$ cat config.mk
export PLATFORM = sky130hd
export DESIGN_NAME = timer_prescaler
export DESIGN_NICKNAME = d
export VERILOG_FILES = /design/src/rtl/timer_prescaler.sv
export SDC_FILE = /design/constraint.sdc
export NUM_CORES = 1
export LEC_CHECK = 0
export ABC_AREA = 1
export ABC_CLOCK_PERIOD_IN_PS = 2100
export CAP_MARGIN = 25
export CORE_ASPECT_RATIO = 1.75
export CORE_MARGIN = 3
export CORE_UTILIZATION = 55
export CTS_CLUSTER_DIAMETER = 120
export DETAILED_ROUTE_END_ITERATION = 10
export DONT_BUFFER_PORTS = 1
export PLACE_DENSITY_LB_ADDON = 0.15
export SLEW_MARGIN = 20
export SYNTH_ARGS = -nofsm -noshare
export SYNTH_HDL_FRONTEND = slang
export SYNTH_SLANG_ARGS = --single-unit
export TNS_END_PERCENT = 1
$ cat constraint.sdc
create_clock -name clk -period 2.1 [get_ports clk]
set_input_delay 0.105 -clock clk [delete_from_list [all_inputs] [get_ports clk]]
set_output_delay 0.105 -clock clk [all_outputs]
set_load 0.01 [all_outputs]
$ cat src/rtl/timer_prescaler.sv
// Clock-enable prescaler for the 8-bit timer: power-of-two or arbitrary divide-by-N,
// with ratio changes staged until a period boundary. Optional clk_out via TIMER_PRESCALER_CLKOUT_EN.
module timer_prescaler #(
    parameter int CNT_W = 8,
    parameter int SEL_W = 3
) (
    input  logic             clk,
    input  logic             rst,
    input  logic             en,
    input  logic             load,
    input  logic             mode,
    input  logic [SEL_W-1:0] div_sel,
    input  logic [CNT_W-1:0] div_val,
    output logic             tick,
`ifdef TIMER_PRESCALER_CLKOUT_EN
    output logic             clk_out,
`endif
    output logic [CNT_W-1:0] cnt,
    output logic             pend
);

    logic             act_mode;
    logic [SEL_W-1:0] act_sel;
    logic [CNT_W-1:0] act_val;
    logic             pnd_mode;
    logic [SEL_W-1:0] pnd_sel;
    logic [CNT_W-1:0] pnd_val;

    logic [CNT_W:0]   n_full;
    logic [CNT_W-1:0] term;
    logic [CNT_W-1:0] cnt_next;
    logic             at_term;
    logic             apply;
    int               shamt;

    // N is formed one bit wider so that 2^CNT_W is representable; term is N-1 truncated.
    always_comb begin
        n_full = '0;
        shamt  = 0;
        if (act_mode) begin
            n_full = (CNT_W+1)'(act_val) + (CNT_W+1)'(1);
        end else begin
            shamt = int'(act_sel) + 1;
            if (shamt > CNT_W)
                shamt = CNT_W;
            n_full = (CNT_W+1)'(1) << shamt;
        end
        term = CNT_W'(n_full - (CNT_W+1)'(1));
    end

    assign at_term = (cnt == term);
    // Frozen counter is a safe boundary too: no partial period is in flight to the timer.
    assign apply   = pend & (~en | at_term);

    always_comb begin
        cnt_next = cnt;
        if (apply)
            cnt_next = '0;
        else if (en)
            cnt_next = at_term ? '0 : cnt + CNT_W'(1);
    end

    always_ff @(posedge clk or negedge rst) begin
        if (!rst) begin
            cnt  <= '0;
            tick <= 1'b0;
        end else begin
            cnt  <= cnt_next;
            tick <= en & at_term;
        end
    end

`ifdef TIMER_PRESCALER_CLKOUT_EN
    logic [CNT_W-1:0] half;

    assign half = CNT_W'(n_full >> 1);

    // Low for floor(N/2) counts, high for the remaining ceil(N/2).
    always_ff @(posedge clk or negedge rst) begin
        if (!rst)
            clk_out <= 1'b0;
        else if (apply)
            clk_out <= 1'b0;
        else if (en)
            clk_out <= (cnt_next >= half);
    end
`endif

    always_ff @(posedge clk or negedge rst) begin
        if (!rst) begin
            act_mode <= 1'b0;
            act_sel  <= '0;
            act_val  <= '0;
            pnd_mode <= 1'b0;
            pnd_sel  <= '0;
            pnd_val  <= '0;
            pend     <= 1'b0;
        end else begin
            if (apply) begin
                act_mode <= pnd_mode;
                act_sel  <= pnd_sel;
                act_val  <= pnd_val;
            end
            // A load on the apply edge queues behind the value being applied.
            if (load) begin
                pnd_mode <= mode;
                pnd_sel  <= div_sel;
                pnd_val  <= div_val;
                pend     <= 1'b1;
            end else if (apply) begin
                pend     <= 1'b0;
            end
        end
    end

endmodule
After elaboration in Yosys (flattened, before gate mapping). Index checks and enable logic that the tools add are counted.

Bitwise logic cells: 4. Multiplexer cells: 8. Add/sub/neg operators: 4. Reduce and logical (&&, ||, !) cells: 2. Magnitude comparators: 1. Eq/ne operators: 1. Shifts and indexed selects: 1.

Operator list (count): 32-bit two-way mux (1); 8-bit two-way mux (4); 1-bit by 32-bit left shift with 8-bit output (first input constant) (1); 8-bit by 1-bit adder with 8-bit output (second input constant) (2); 8-bit equality test (1); 8-bit by 1-bit subtractor with 8-bit output (second input constant) (1); 3-bit by 1-bit adder with 4-bit output (second input constant) (1); 4-bit greater-than comparator (second input constant) (1); 4-bit two-way mux (1); 2-bit nonzero test (2); 1-bit bitwise AND (2); 1-bit two-way mux (2); 1-bit NOT (1); 1-bit OR (1).

Bits of input ports: 16. Output and inout bits: 10. Word-level logic and storage cells: 30. Register bits: 34.

Longest topological paths before layout.
Depth in word-level cells: 12. Depth in mapped cells: 18. Depth with buffers taken out: 17.

Worst setup path before layout. Ideal clock, no wire load.

Kind: flip-flop to flip-flop. Start point: register act_val[0]. End point: register act_val[2]. Slack: -0.118 ns. Required time: 1.983 ns. Library setup time: 0.117 ns. Cell stages (with the launch flop): 18. Buffers on the path: 1. Clock period less this slack: 2.218 ns. Arrival time: 2.102 ns. Cell sequence: dfrtp_1 > ha_1 > nand2_1 > nand2_1 > inv_1 > ha_1 > xnor2_1 > nor2_1 > nand2_1 > nor2_1 > nand2_1 > nor2_2 > nand4_2 > nand2_2 > nand2_1 > buf_4 > nand2_1 > nand2_1.

Longest elaborated chain between the ends: 6.

RTL lines: start, declared (line 24) `logic [CNT_W-1:0] act_val;`; start signal, assigned (line 102) `act_val <= pnd_val;`; 8-bit by 1-bit adder with 8-bit output (line 41) `n_full = (CNT_W+1)'(act_val) + (CNT_W+1)'(1);`; 8-bit two-way mux (line 40) `if (act_mode) begin`; 8-bit by 1-bit subtractor with 8-bit output (line 48) `term = CNT_W'(n_full - (CNT_W+1)'(1));`; 8-bit equality test (line 51) `assign at_term = (cnt == term);`; 1-bit OR (line 53) `assign apply = pend & (~en | at_term);`; 1-bit bitwise AND (line 53).

No other way between the ends. A chain may end at the register's enable or synchronous reset.

Worst setup path in the final report.
Start point: register act_val[0]. End point: register act_val[1].

Same word-level chain as after synthesis.

==> results.toml <==
[global_route]
first_global_vias = 1943
antenna_found_initial = 0
grt_max_degree = 35
grt_usage_pct = 24.9
grt_pass1_wl_mm = 8.36
grt.overflow.total = 0

[floorplanning]
io-pin-count = 26
initial_core_util_pct = 58.8
rows = 28
fp.coreArea_mm2 = 0.00350
dieArea_mm2 = 0.00455
die_y_um = 87.0
die_w_um = 52.3

[worst_setup_path]
critPathCaptureType = "flip-flop"
worst-setup-path-type = "reg2reg"
critPathArrivalTime_ns = 2.50
worst-path-max-fanout = 8
required_ns = 2.32
max_stage_delay_ns = 0.38
cp_cell_sequence = "ha_1 > nand2_1 > nand2_1 > inv_2 > ha_4 > xnor2_1 > nor2_1 > nand2_1 > nor2_1 > nand2_1 > nor2_2 > nand4_2 > nand2_4 > buf_12 > nand3_1 > nand2_1"
crit_path_top_delay_cell = "dfrtp_1"
cp-start-kind = "flip-flop"
crit_path_frequent_cell = "nand2_1"

[sta]
setup_viol = 21
clock.fmax_mhz = 438
grt_setup_unrepaired = "true"
worst_slack_ns = -0.184
timing.hold.ws_ns = 0.0457
slew_headroom_pct = 72.1
final.setup.tns_ns = -2.89
skew_ns = 0.00604
tightestPinTransition_ns = 0.417
hold_violations = 0
slew_violations = 0
layout_min_cycle_time_ns = 2.28
min_period_over_period_pct = 109

[power_and_ir_drop]
sequentialPowerShare_pct = 36.6
p_leak_nw = 1.30
internal_power_mw = 1.48
combPwrFrac_pct = 39.6
powerDensity_mw_per_mm2 = 916
pwr-share-clk_pct = 23.9
p_switching_mw = 0.868
swShare_pct = 36.9
finalPower_mw = 2.35
irDropWorstVdd_uv = 700

[clocking]
numCtsBuffers = 5
htreeDepth = 2
clockRootBuffer = "clkbuf_8"
clkTransAtPathRegs_ns = 0.07
clk_path_buf_depth = 2
clkLatencyLatePin_ns = 0.29
cts_tree = "yes"
cts_sinks = 34

[drt]
drc_errors = 0
drtIter0Drc = 36
vias = 1909
first_pass_iters = 7
ant_nets = 0
vias_per_cell = 5.20
wl_per_cell_um = 13.6
drt-total-wl_mm = 4.98

[logic_synthesis]
synth_cell_types = 27
yosys_register_bits = 34
netlist_top_cells_area = "dfrtp_1, nand2_1, nand3_1, inv_1, nand3_2"
yosysSeqAreaShare_pct = 41.3
syn_area_mm2 = 0.00206
postSynthCellCount = 286
yosys.area.top_type_share_pct = 41.3
syn-num-nets = 305
avgSynthCellArea_um2 = 7.21
yosysWarnings = 0
yosysTopAreaCell = "dfrtp_1"

[layout]
syn_to_final_growth_pct = 24.6
final_area_mm2 = 0.00257
layout-drive-gt1-share_pct = 18.9
num_antenna_cells = 0
layout_commonest_cell = "nand2_1"
layout.nets = 340
final_cell_mix = "nand2_1, dfrtp_1, nand3_1"

[place]
place.gp.congestion = 0.860
hpwl_mm = 3.43
post-place-ws_ns = -0.163
io_buffers = 0
post_dp_cell_area_mm2 = 0.00220

[flow_run]
drv_cap = 0

[outcome]
status = "complete, but fails checks"
failed_checks = "negative setup slack"

[worst_hold_path]
hp-class = "in2reg"
==> registers in the layout, indices dropped and copies added (netlist names) <==
register  cells
act_val       8
cnt           8
pnd_val       8
act_sel       3
pnd_sel       3
act_mode      1
pend          1
pnd_mode      1
tick          1
==> final timing paths <==
path | from | endpoint | slack (ns) | depth (start not counted)
setup / recovery | act_val[0] | act_val[1] | -0.18 | 16
hold / removal | en | cnt[0] | 0.05 | 3
setup reg to reg | act_val[0] | act_val[1] | -0.18 | 16
hold reg to reg | pnd_mode | pnd_mode | 0.47 | 2
max in group asynchronous | rst | act_val[0] | 1.63 | 2
min in group asynchronous | rst | act_sel[1] | 0.30 | 2
==> power groups by stage <==
| stage | Sequential (mW) | Clock [mW] | Combinational (mW) |
|---|---|---|---|
| finish | 0.860 | 0.562 | 0.930 |
| global route | 0.873 | 0.597 | 1.06 |
| detailed placement | 0.868 | 0 | 0.804 |
| global placement | 0.864 | 0 | 0.792 |
| floorplan | 0.867 | 0 | 0.590 |
| CTS | 0.856 | 0.571 | 0.856 |
==> metrics by stage <==
step,instances,utilization (%)
2_1_floorplan,286,-
5_1_grt,367,73.3
6_report,367,73.3
4_1_cts,365,71.0
3_5_place_dp,341,62.7
3_3_place_gp,341,62.7
==> synthesized netlist by cell type <==
cell        n
nand2_1   118
dfrtp_1    34
nand3_1    33
inv_1      26
nor2_1     18
nand2_2     8
nand3_2     7
o22ai_1     6
nor2_2      5
xor2_1      4
ha_1        3
nor3_1      3
buf_4       2
clkbuf_1    2
nand3b_1    2
o21ai_0     2
o21bai_1    2
xnor2_1     2
a21oi_1     1
a21oi_2     1
buf_12      1
buf_6       1
clkbuf_4    1
inv_2       1
nand4_2     1
o21ai_1     1
or2_2       1
==> final cells by class <==
type / instances / area (um2)
Sequential cell: 34 / 851
Fill cell: 271 / 936
Tap cell: 45 / 56.3
Inverter: 27 / 101
Clock buffer: 8 / 110
Multi-Input combinational cell: 218 / 1110
Timing Repair Buffer: 35 / 343
==> cell families after synthesis <==
logic type | count (synthesis) | synth area share (%)
AO/OA/AOI/OAI | 13 | 3.95
AND/OR/NAND/NOR | 196 | 42.5
adder cells (fa/ha/maj) | 3 | 1.82
XOR/XNOR | 6 | 2.55
buffers and inverters | 34 | 7.89
flip-flops | 34 | 41.3
==> routing by layer <==
metal,wire [um],vias up,track usage [%]
met5,0,-,0
met4,154,0,13.5
met3,147,13,4.46
met2,2850,48,47.0
met1,1830,878,24.4
li1,-,970,-
==> worst max-delay path: cells and delay by family, from the launching register on <==
kind,cells,cell delay (ns)
AND/OR/NAND/NOR,11,1.04
adder cells (fa/ha/maj),2,0.49
flip-flops,1,0.38
buffers and inverters,2,0.20
XOR/XNOR,1,0.11
==> repair_timing <==
action,in CTS,in global routing
hold endpoints to repair,49,0
endpoints found under the setup margin,21,22
pin swaps,3,10
hold buffers,16,0
gates resized for setup,2,11
buffers inserted,0,1
gates cloned,0,1
(Power assumes the default switching activity.)
